`src/rtl/demux12_stream.sv`:
```
// Registered 1-to-2 stream demultiplexer with per-output FIFOs.
// Beats are routed by select; each output has its own back-pressure.
module demux12_fifo #(
  parameter int WIDTH = 8,
  parameter int DEPTH = 2
) (
  input  logic             clk_i,
  input  logic             rst_i,
  input  logic             push_i,
  input  logic [WIDTH-1:0] data_i,
  input  logic             ready_i,
  output logic             full_o,
  output logic             valid_o,
  output logic [WIDTH-1:0] data_o,
  output logic [7:0]       count_o
);
  localparam int AW = $clog2(DEPTH);
  localparam int CW = AW + 1;

  logic [WIDTH-1:0] mem_q [DEPTH];
  logic [WIDTH-1:0] mem_d [DEPTH];
  logic [AW-1:0]    wr_q, wr_d;
  logic [AW-1:0]    rd_q, rd_d;
  logic [CW-1:0]    cnt_q, cnt_d;
  logic [WIDTH-1:0] out_q, out_d;
  logic             valid_q, valid_d;
  logic [7:0]       beat_q, beat_d;
  logic             push, pop;

  assign full_o  = (cnt_q == CW'(DEPTH));
  assign valid_o = valid_q;
  assign data_o  = out_q;
  assign count_o = beat_q;

  // A full FIFO refuses a push even when it pops this cycle.
  assign push = push_i & ~full_o;
  assign pop  = valid_q & ready_i;

  always_comb begin
    mem_d  = mem_q;
    wr_d   = wr_q;
    rd_d   = rd_q;
    cnt_d  = cnt_q;
    beat_d = beat_q;
    if (push) begin
      mem_d[wr_q] = data_i;
      wr_d        = wr_q + 1'b1;
    end
    if (pop) begin
      rd_d   = rd_q + 1'b1;
      beat_d = beat_q + 8'd1;
    end
    unique case ({push, pop})
      2'b10:   cnt_d = cnt_q + 1'b1;
      2'b01:   cnt_d = cnt_q - 1'b1;
      default: cnt_d = cnt_q;
    endcase
    valid_d = (cnt_d != '0);
    // Output register tracks the head and holds when empty.
    out_d   = valid_d ? mem_d[rd_d] : out_q;
  end

  always_ff @(posedge clk_i) begin
    if (rst_i) begin
      for (int i = 0; i < DEPTH; i++) mem_q[i] <= '0;
      wr_q    <= '0;
      rd_q    <= '0;
      cnt_q   <= '0;
      out_q   <= '0;
      valid_q <= 1'b0;
      beat_q  <= '0;
    end else begin
      mem_q   <= mem_d;
      wr_q    <= wr_d;
      rd_q    <= rd_d;
      cnt_q   <= cnt_d;
      out_q   <= out_d;
      valid_q <= valid_d;
      beat_q  <= beat_d;
    end
  end
endmodule

module demux12_stream #(
  parameter int WIDTH = 8,
  parameter int DEPTH = 2
) (
  input  logic             clk,
  input  logic             rst,
  input  logic [WIDTH-1:0] input1,
  input  logic             in_valid,
  input  logic             select,
  output logic             in_ready,
  output logic [WIDTH-1:0] out1,
  output logic             out1_valid,
  input  logic             out1_ready,
  output logic [WIDTH-1:0] out2,
  output logic             out2_valid,
  input  logic             out2_ready,
  output logic [7:0]       count1,
  output logic [7:0]       count2
);
  logic full1, full2;
  logic push1, push2;

  assign in_ready = select ? ~full2 : ~full1;
  assign push1    = in_valid & ~select;
  assign push2    = in_valid & select;

  demux12_fifo #(.WIDTH(WIDTH), .DEPTH(DEPTH)) u_f1 (
    .clk_i   (clk),
    .rst_i   (rst),
    .push_i  (push1),
    .data_i  (input1),
    .ready_i (out1_ready),
    .full_o  (full1),
    .valid_o (out1_valid),
    .data_o  (out1),
    .count_o (count1)
  );

  demux12_fifo #(.WIDTH(WIDTH), .DEPTH(DEPTH)) u_f2 (
    .clk_i   (clk),
    .rst_i   (rst),
    .push_i  (push2),
    .data_i  (input1),
    .ready_i (out2_ready),
    .full_o  (full2),
    .valid_o (out2_valid),
    .data_o  (out2),
    .count_o (count2)
  );
endmodule

```
`config.mk`:
```
export PLATFORM = sky130hd
export DESIGN_NAME = demux12_stream
export DESIGN_NICKNAME = d
export VERILOG_FILES = /design/src/rtl/demux12_stream.sv
export SDC_FILE = /design/constraint.sdc
export NUM_CORES = 1
export LEC_CHECK = 0
export CORE_UTILIZATION = 35
export CTS_CLUSTER_DIAMETER = 200
export DETAILED_ROUTE_END_ITERATION = 10
export PLACE_DENSITY_LB_ADDON = 0.08
export REMOVE_ABC_BUFFERS = 1
export SLEW_MARGIN = 20
export SYNTH_ARGS = -nofsm -noshare
export SYNTH_HDL_FRONTEND = slang
export SYNTH_SLANG_ARGS = --single-unit
```
`constraint.sdc`:
```
create_clock -name clk -period 5.7 [get_ports clk]
set_input_delay 0.855 -clock clk [delete_from_list [all_inputs] [get_ports clk]]
set_output_delay 0.855 -clock clk [all_outputs]
set_load 0.01 [all_outputs]
```
== Word-level counts from Yosys, hierarchy flattened ==
Index checks and enable logic that the tools add are counted.

* Input bits: 14
* Word-level logic and storage cells: 74
* Memories kept: 0
* Bits in read-only memories: 0
* Output and inout bits: 35
* RAM bits: 0
* Latch bits: 0
* Flip-flop bits (word level): 74

* Divide/modulo/power cells: 0
* Multiplexer cells: 19
* Shift-type cells: 0
* $mul: 0
* Reductions and logical operators: 4
* Eq/ne operators: 6
* Bitwise logic cells: 13
* Order comparisons: 6
* $add $sub $neg: 10

{| class="wikitable"
|+ Operators by type and width
! kind !! number
|-
| $mux W8 || 8
|-
| $bwmux W16 || 2
|-
| $mux W16 || 2
|-
| $add A8 B1 Y8 const B || 2
|-
| $demux W8 S1 || 2
|-
| $eq A2 B2 Y1 const B || 4
|-
| $ge A2 B2 Y1 const B || 4
|-
| $not A1 Y2 || 4
|-
| $pmux W2 S2 || 2
|-
| $and A1 B1 Y1 || 6
|-
| $add A1 B1 Y1 const B || 4
|-
| $add A2 B1 Y2 const B || 2
|-
| $eq A2 B1 Y1 const B || 2
|-
| $lt A2 B1 Y1 const B || 2
|-
| $reduce_bool A2 Y1 || 2
|-
| $sub A2 B1 Y2 const B || 2
|-
| $mux W1 || 3
|-
| $not A1 Y1 || 3
|-
| $logic_and A1 B1 Y1 || 2
|}

== Depth between registers and ports, before layout ==
* Depth after elaboration: 10
* Mapped depth: 10
* Gate-level depth less buffers: 8

== By module ==
From an unflattened synthesis, not the netlist that was laid out.

* Cells, all modules: 371
* Area total of the unflattened synthesis: 3407.0 um^2

{| class="wikitable"
|+ By module, submodules not included
! module !! area each (um^2) !! seq. area each (um^2) !! times used !! cells an instance
|-
| demux12_fifo || 1691.6 || 740.7 || 2 || 184
|-
| demux12_stream || 23.8 || 0.0 || 1 || 3
|}

== Least setup slack after synthesis ==
OpenSTA, ideal clock, no wires.

* Kind: in2reg
* From: in select
* To: reg u_f1.out_q[0] (netlist: u_f1.data_o[0])
* Arrival time: 2.831 ns
* Stages: 10
* Setup time: 0.092 ns
* Required time: 5.608 ns
* Setup slack: 2.776 ns
* Buffers on the path: 3
* Path through: nand2b_1 -> or2_1 -> buf_2 -> buf_2 -> ha_1 -> nand3b_1 -> a21oi_1 -> or3_1 -> buf_2 -> o32ai_1

* Cells in the longest elaborated chain, start to end: 7
* Elaborated cells between the ends (all ways): 11
* Those cells by class: eq/ne (2); mux (5); bitwise (3); reduce/logical (1)

{| class="wikitable"
|+ Ends and longest elaborated chain
! element !! line !! RTL
|-
| start, declared || 92 || <nowiki>input logic select,</nowiki>
|-
| $not A1 Y1 (*) || 107 || <nowiki>assign push1 = in_valid & ~select;</nowiki>
|-
| $and A1 B1 Y1 (*) || 107 ||
|-
| $and A1 B1 Y1 (*) || 36 || <nowiki>assign push = push_i & ~full_o;</nowiki>
|-
| $mux W16 || 45 || <nowiki>if (push) begin</nowiki>
|-
| $mux W8 (implied by the code) (3 in series) || 60 || <nowiki>out_d = valid_d ? mem_d[rd_d] : out_q;</nowiki>
|-
| end signal, assigned || 77 || <nowiki>out_q <= out_d;</nowiki>
|-
| end, declared || 25 || <nowiki>logic [WIDTH-1:0] out_q, out_d;</nowiki>
|}

Mark *: on every way between the ends. The rest lies on a longest branch, timed or not. The select of a mux whose other input is x is not followed.
A chain may end at the register's enable or synchronous reset.

== Worst setup path in the final report ==
* From: in select
* To: reg u_f2.out_q[6] (netlist: u_f2.data_o[6])

* Cells in the longest elaborated chain, start to end: 6
* Elaborated cells between the ends (all ways): 10
* Those cells by class: eq/ne (2); mux (5); bitwise (2); reduce/logical (1)

{| class="wikitable"
|+ Ends and longest elaborated chain
! element !! line !! RTL
|-
| $and A1 B1 Y1 (*) || 108 || <nowiki>assign push2 = in_valid & select;</nowiki>
|-
| $and A1 B1 Y1 (*) || 36 ||
|-
| $mux W16 || 45 ||
|-
| $mux W8 (implied by the code) (3 in series) || 60 ||
|-
| end signal, assigned || 77 ||
|-
| end, declared || 25 ||
|}

Marks and branches as above.

==> results.txt <==
- Fraction of the mapped netlist area in compound gates: 0.185
- Internal power: 852 uW
- CTS Root Cell: sky130_fd_sc_hd__clkbuf_8
- Count of buffers added by post-CTS timing repair for setup: 0
- Share of cell area taken by muxes after synthesis: 0.0339
- Largest area contributor in the netlist: sky130_fd_sc_hd__dfxtp_1
* Hold Buf Count CTS: 0
- Warning count from the yosys run: 0
* Async set-or-reset flop fraction in the synthesized netlist: 0
* Final Routed Wirelength: 7910 microns
- Unrepaired setup endpoints after global routing: false
* Cells after Synth: 349
- Proportion of layout cells with a drive suffix above 1: 0.0689
* First-pass GRT wire length: 13,200 microns
* Portion of total power attributed to combinational logic: 0.235
- The worst pin sits at a relative slew slack of 0.325.
- Top-Level Pins: 49
- Final Critical Period: 3.69 ns
- Number of H-tree branching levels: 3
* Fraction of synthesized cell area taken by the top area cell type: 0.456
- The analysis attributes to net switching a power of 398 uW.
- Input and output buffers added on the ports amount to 48.
- Detailed routing inserted a total of 2,701 vias.
- Synth Area in XOR/XNOR: 0.0670
* Worst hold margin: 0.463 ns
- Worst setup EP type: flop
- Antenna diode instance count: 0
- Max capacitance violation total: 0
- The number of hold violations in the final report came to 0.
- Outcome: complete, but fails checks
- The detailed router finished its first iteration with 130 violations.
- On the final layout, the worst clock skew is 0.0121 ns.
- Number of antenna violations at the first check in global routing: 0
* Largest net degree at the start of global routing: 42
* Top cells by area in the synthesized netlist: sky130_fd_sc_hd__dfxtp_1 46%, sky130_fd_sc_hd__o32ai_1 4.3%, sky130_fd_sc_hd__nor2_1 4.3%
- Of the total synthesized cell area, the portion taken by AND, OR, NAND and NOR gates is 0.191.
- The core region is 8850 sq um.
- STA classifies the critical path startpoint as a primary input.
- Setup total negative slack on the finished layout was measured at 0 ns.
- Worst Path Arrival: 3.99 ns
* Leak: 1.38 nW
* DPL Wire Length: 5180 microns
* Number of synthesized flops with an enable pin: 0
- Fmax: 271 MHz
* Initial cell density of the core: 0.367
* Drt via density: 5.40
- The floorplan has 34 rows.
- Slew at the pin closest to its max-slew limit: 1.00 ns
- Required time at the endpoint of the critical path: 5.99 ns
- For this run, the leading register cell type out of synthesis is sky130_fd_sc_hd__dfxtp_1.
- After clock tree synthesis, the clock-pin slew on the worst setup and hold paths is 0.09 ns.
- Detailed-route wire length per cell: 15.8 microns
* Count of pins over their slew limit: 0
- Measured in cells, the most critical reg-to-reg path has a length of 8.
- Compared with the post-synthesis result, the final layout area differs by 20.8%.
- First-pass detailed-route iteration total: 10
- Number of remaining DRC errors: 8
- The clock passes through at most 2 buffers.
* Cell depth of the worst hold path: 2
- Along the worst path, the maximum fanout reaches 16.
- Die ar.: 9670 sq um
* Count of nets left with antenna violations after detail routing: 0
* Final setup violation count: 0
- All-layer global routing usage: 0.174
- Final worst-path cycle share: 0.648
* Y dimension of the die: 98.4 microns
* Violated checks: DRC
* Clock tree from TritonCTS: yes
- By area, the combinational part of the netlist is dominated by simple AND/OR/NAND/NOR gates.
* Number of different library cells in the post-synthesis netlist: 43
* # clock sinks: 74
- Min-Delay Path Class: reg2reg
- From left edge to right edge, the die measures 98.4 microns.
- Power share of the sequential group: 0.478
- Of the synthesized area, sequential elements account for 0.456.
* Final net count: 405
- Ranked by instance count, the synthesized netlist is headed by 74 x sky130_fd_sc_hd__dfxtp_1, 37 x sky130_fd_sc_hd__nor2_1, 20 x sky130_fd_sc_hd__a21oi_1.
* Synthesis-stage register bit count: 74
* Vias in the first global route: 2,547
- TritonCTS buffer count: 9
- The congestion estimate from routability-driven global placement came to 0.748.
* Overflow after GRT: 0
- Largest vdd supply drop: 160 uV
- Switching power share of the total: 0.318
* Adder-cell share of the synthesized area: 0.0154
- After synthesis the cells add up to 3250 sq um.
- Of the total power, the clock network draws 0.287.
- Post-cts repair resize count: 0
- Clock latency on the worst-skew pair, taken at its later pin, is 0.35 ns.
* Leading cell type by number of instances after synthesis: sky130_fd_sc_hd__dfxtp_1
- Each instance of the synthesized netlist takes up on average 9.31 sq um.
- Crit Path Category: in2reg
* Pwr Density: 318 nW/um^2
-- logic make-up after synthesis --
kind of cell / Yosys count
buffers and inverters: 36
xor gates and xnor gates: 24
and+or+nand+nor: 119
AOI/OAI and AO/OA: 81
muxes: 11
DFF: 74
adders and majority gates: 4
-- final timing paths --
kind	endpoint	start	slack, ns
worst max-delay path	u_f2.data_o[6]$_SDFFE_PP0P_	select	2.01
worst min-delay path	u_f1.data_o[2]$_SDFFE_PP0P_	u_f1.data_o[2]$_SDFFE_PP0P_	0.46
worst max register to register	u_f2.data_o[6]$_SDFFE_PP0P_	u_f2.cnt_q[0]$_SDFF_PP0_	2.55
worst min register to register	u_f1.data_o[2]$_SDFFE_PP0P_	u_f1.data_o[2]$_SDFFE_PP0P_	0.46
-- state kept, by name, indices dropped and copies added (netlist names), 2 cells and up --
register,flops
u_f2.count_o,8
u_f1.data_o,8
u_f2.mem_q,16
u_f1.count_o,8
u_f2.cnt_q,2
u_f2.data_o,8
u_f1.cnt_q,2
u_f1.mem_q,16
-- metrics by stage --
| stage | instance area, sq um | setup slack [ns] | total power, mW | std cells | utilization |
|---|---|---|---|---|---|
| after floorplan | 3130 | 2.85 | 0.774 | 326 | - |
| after global placement | 3760 | 1.78 | 0.901 | 484 | 0.424 |
| after detailed placement | 3760 | 1.70 | 0.904 | 484 | 0.424 |
| after CTS | 3930 | 2.04 | 1.26 | 500 | 0.444 |
| after global routing | 3930 | 1.73 | 1.32 | 500 | 0.444 |
| final | 3930 | 2.01 | 1.25 | 500 | 0.444 |
-- critical path: stages --
cell,delay (ns)
sky130_fd_sc_hd__clkdlybuf4s50_1,0.51
sky130_fd_sc_hd__nand2_1,0.29
sky130_fd_sc_hd__nor2_2,0.63
sky130_fd_sc_hd__inv_1,0.10
sky130_fd_sc_hd__ha_1,0.34
sky130_fd_sc_hd__nor2b_1,0.16
sky130_fd_sc_hd__a22oi_1,0.22
sky130_fd_sc_hd__nor2b_1,0.62
sky130_fd_sc_hd__a32o_1,0.26
-- area by class of cell --
type / instances / area, sq um
clock buffer: 9 / 124
clock inverter: 7 / 46.3
inverter: 13 / 48.8
timing repair buffer: 50 / 490
fill: 894 / 4920
tap: 108 / 135
sequential: 74 / 1480
multi-input combinational: 239 / 1600
-- cells in the final DEF (no fill, tap or decap), drive strengths merged, types with 10 or more instances in the layout --
| cell | instances |
|---|---|
| and2 | 11 |
| nand4 | 17 |
| mux2i | 11 |
| o21ai | 10 |
| nand2 | 13 |
| dfxtp | 74 |
| nor3 | 11 |
| nor2 | 38 |
| inv | 12 |
| clkdlybuf4s50 | 47 |
| a21oi | 20 |
| o32ai | 16 |
| xor2 | 15 |
| nand3 | 10 |
-- routing by layer --
layer	up-vias	GRT usage	wire length [microns]
li1	1343	-	-
met1	1287	0.234	3900
met2	64	0.269	3540
met3	7	0.0494	400
met4	0	0.0551	72
met5	-	0	0
-- power by group through the flow --
stage	logic (mW)	clock network (mW)	registers (mW)
global route	0.323	0.390	0.605
finish	0.294	0.358	0.598
detailed placement	0.295	0	0.610
CTS	0.297	0.367	0.598
global placement	0.292	0	0.609
floorplan	0.161	0	0.613
Note: power is estimated with default switching activity, not from simulation.
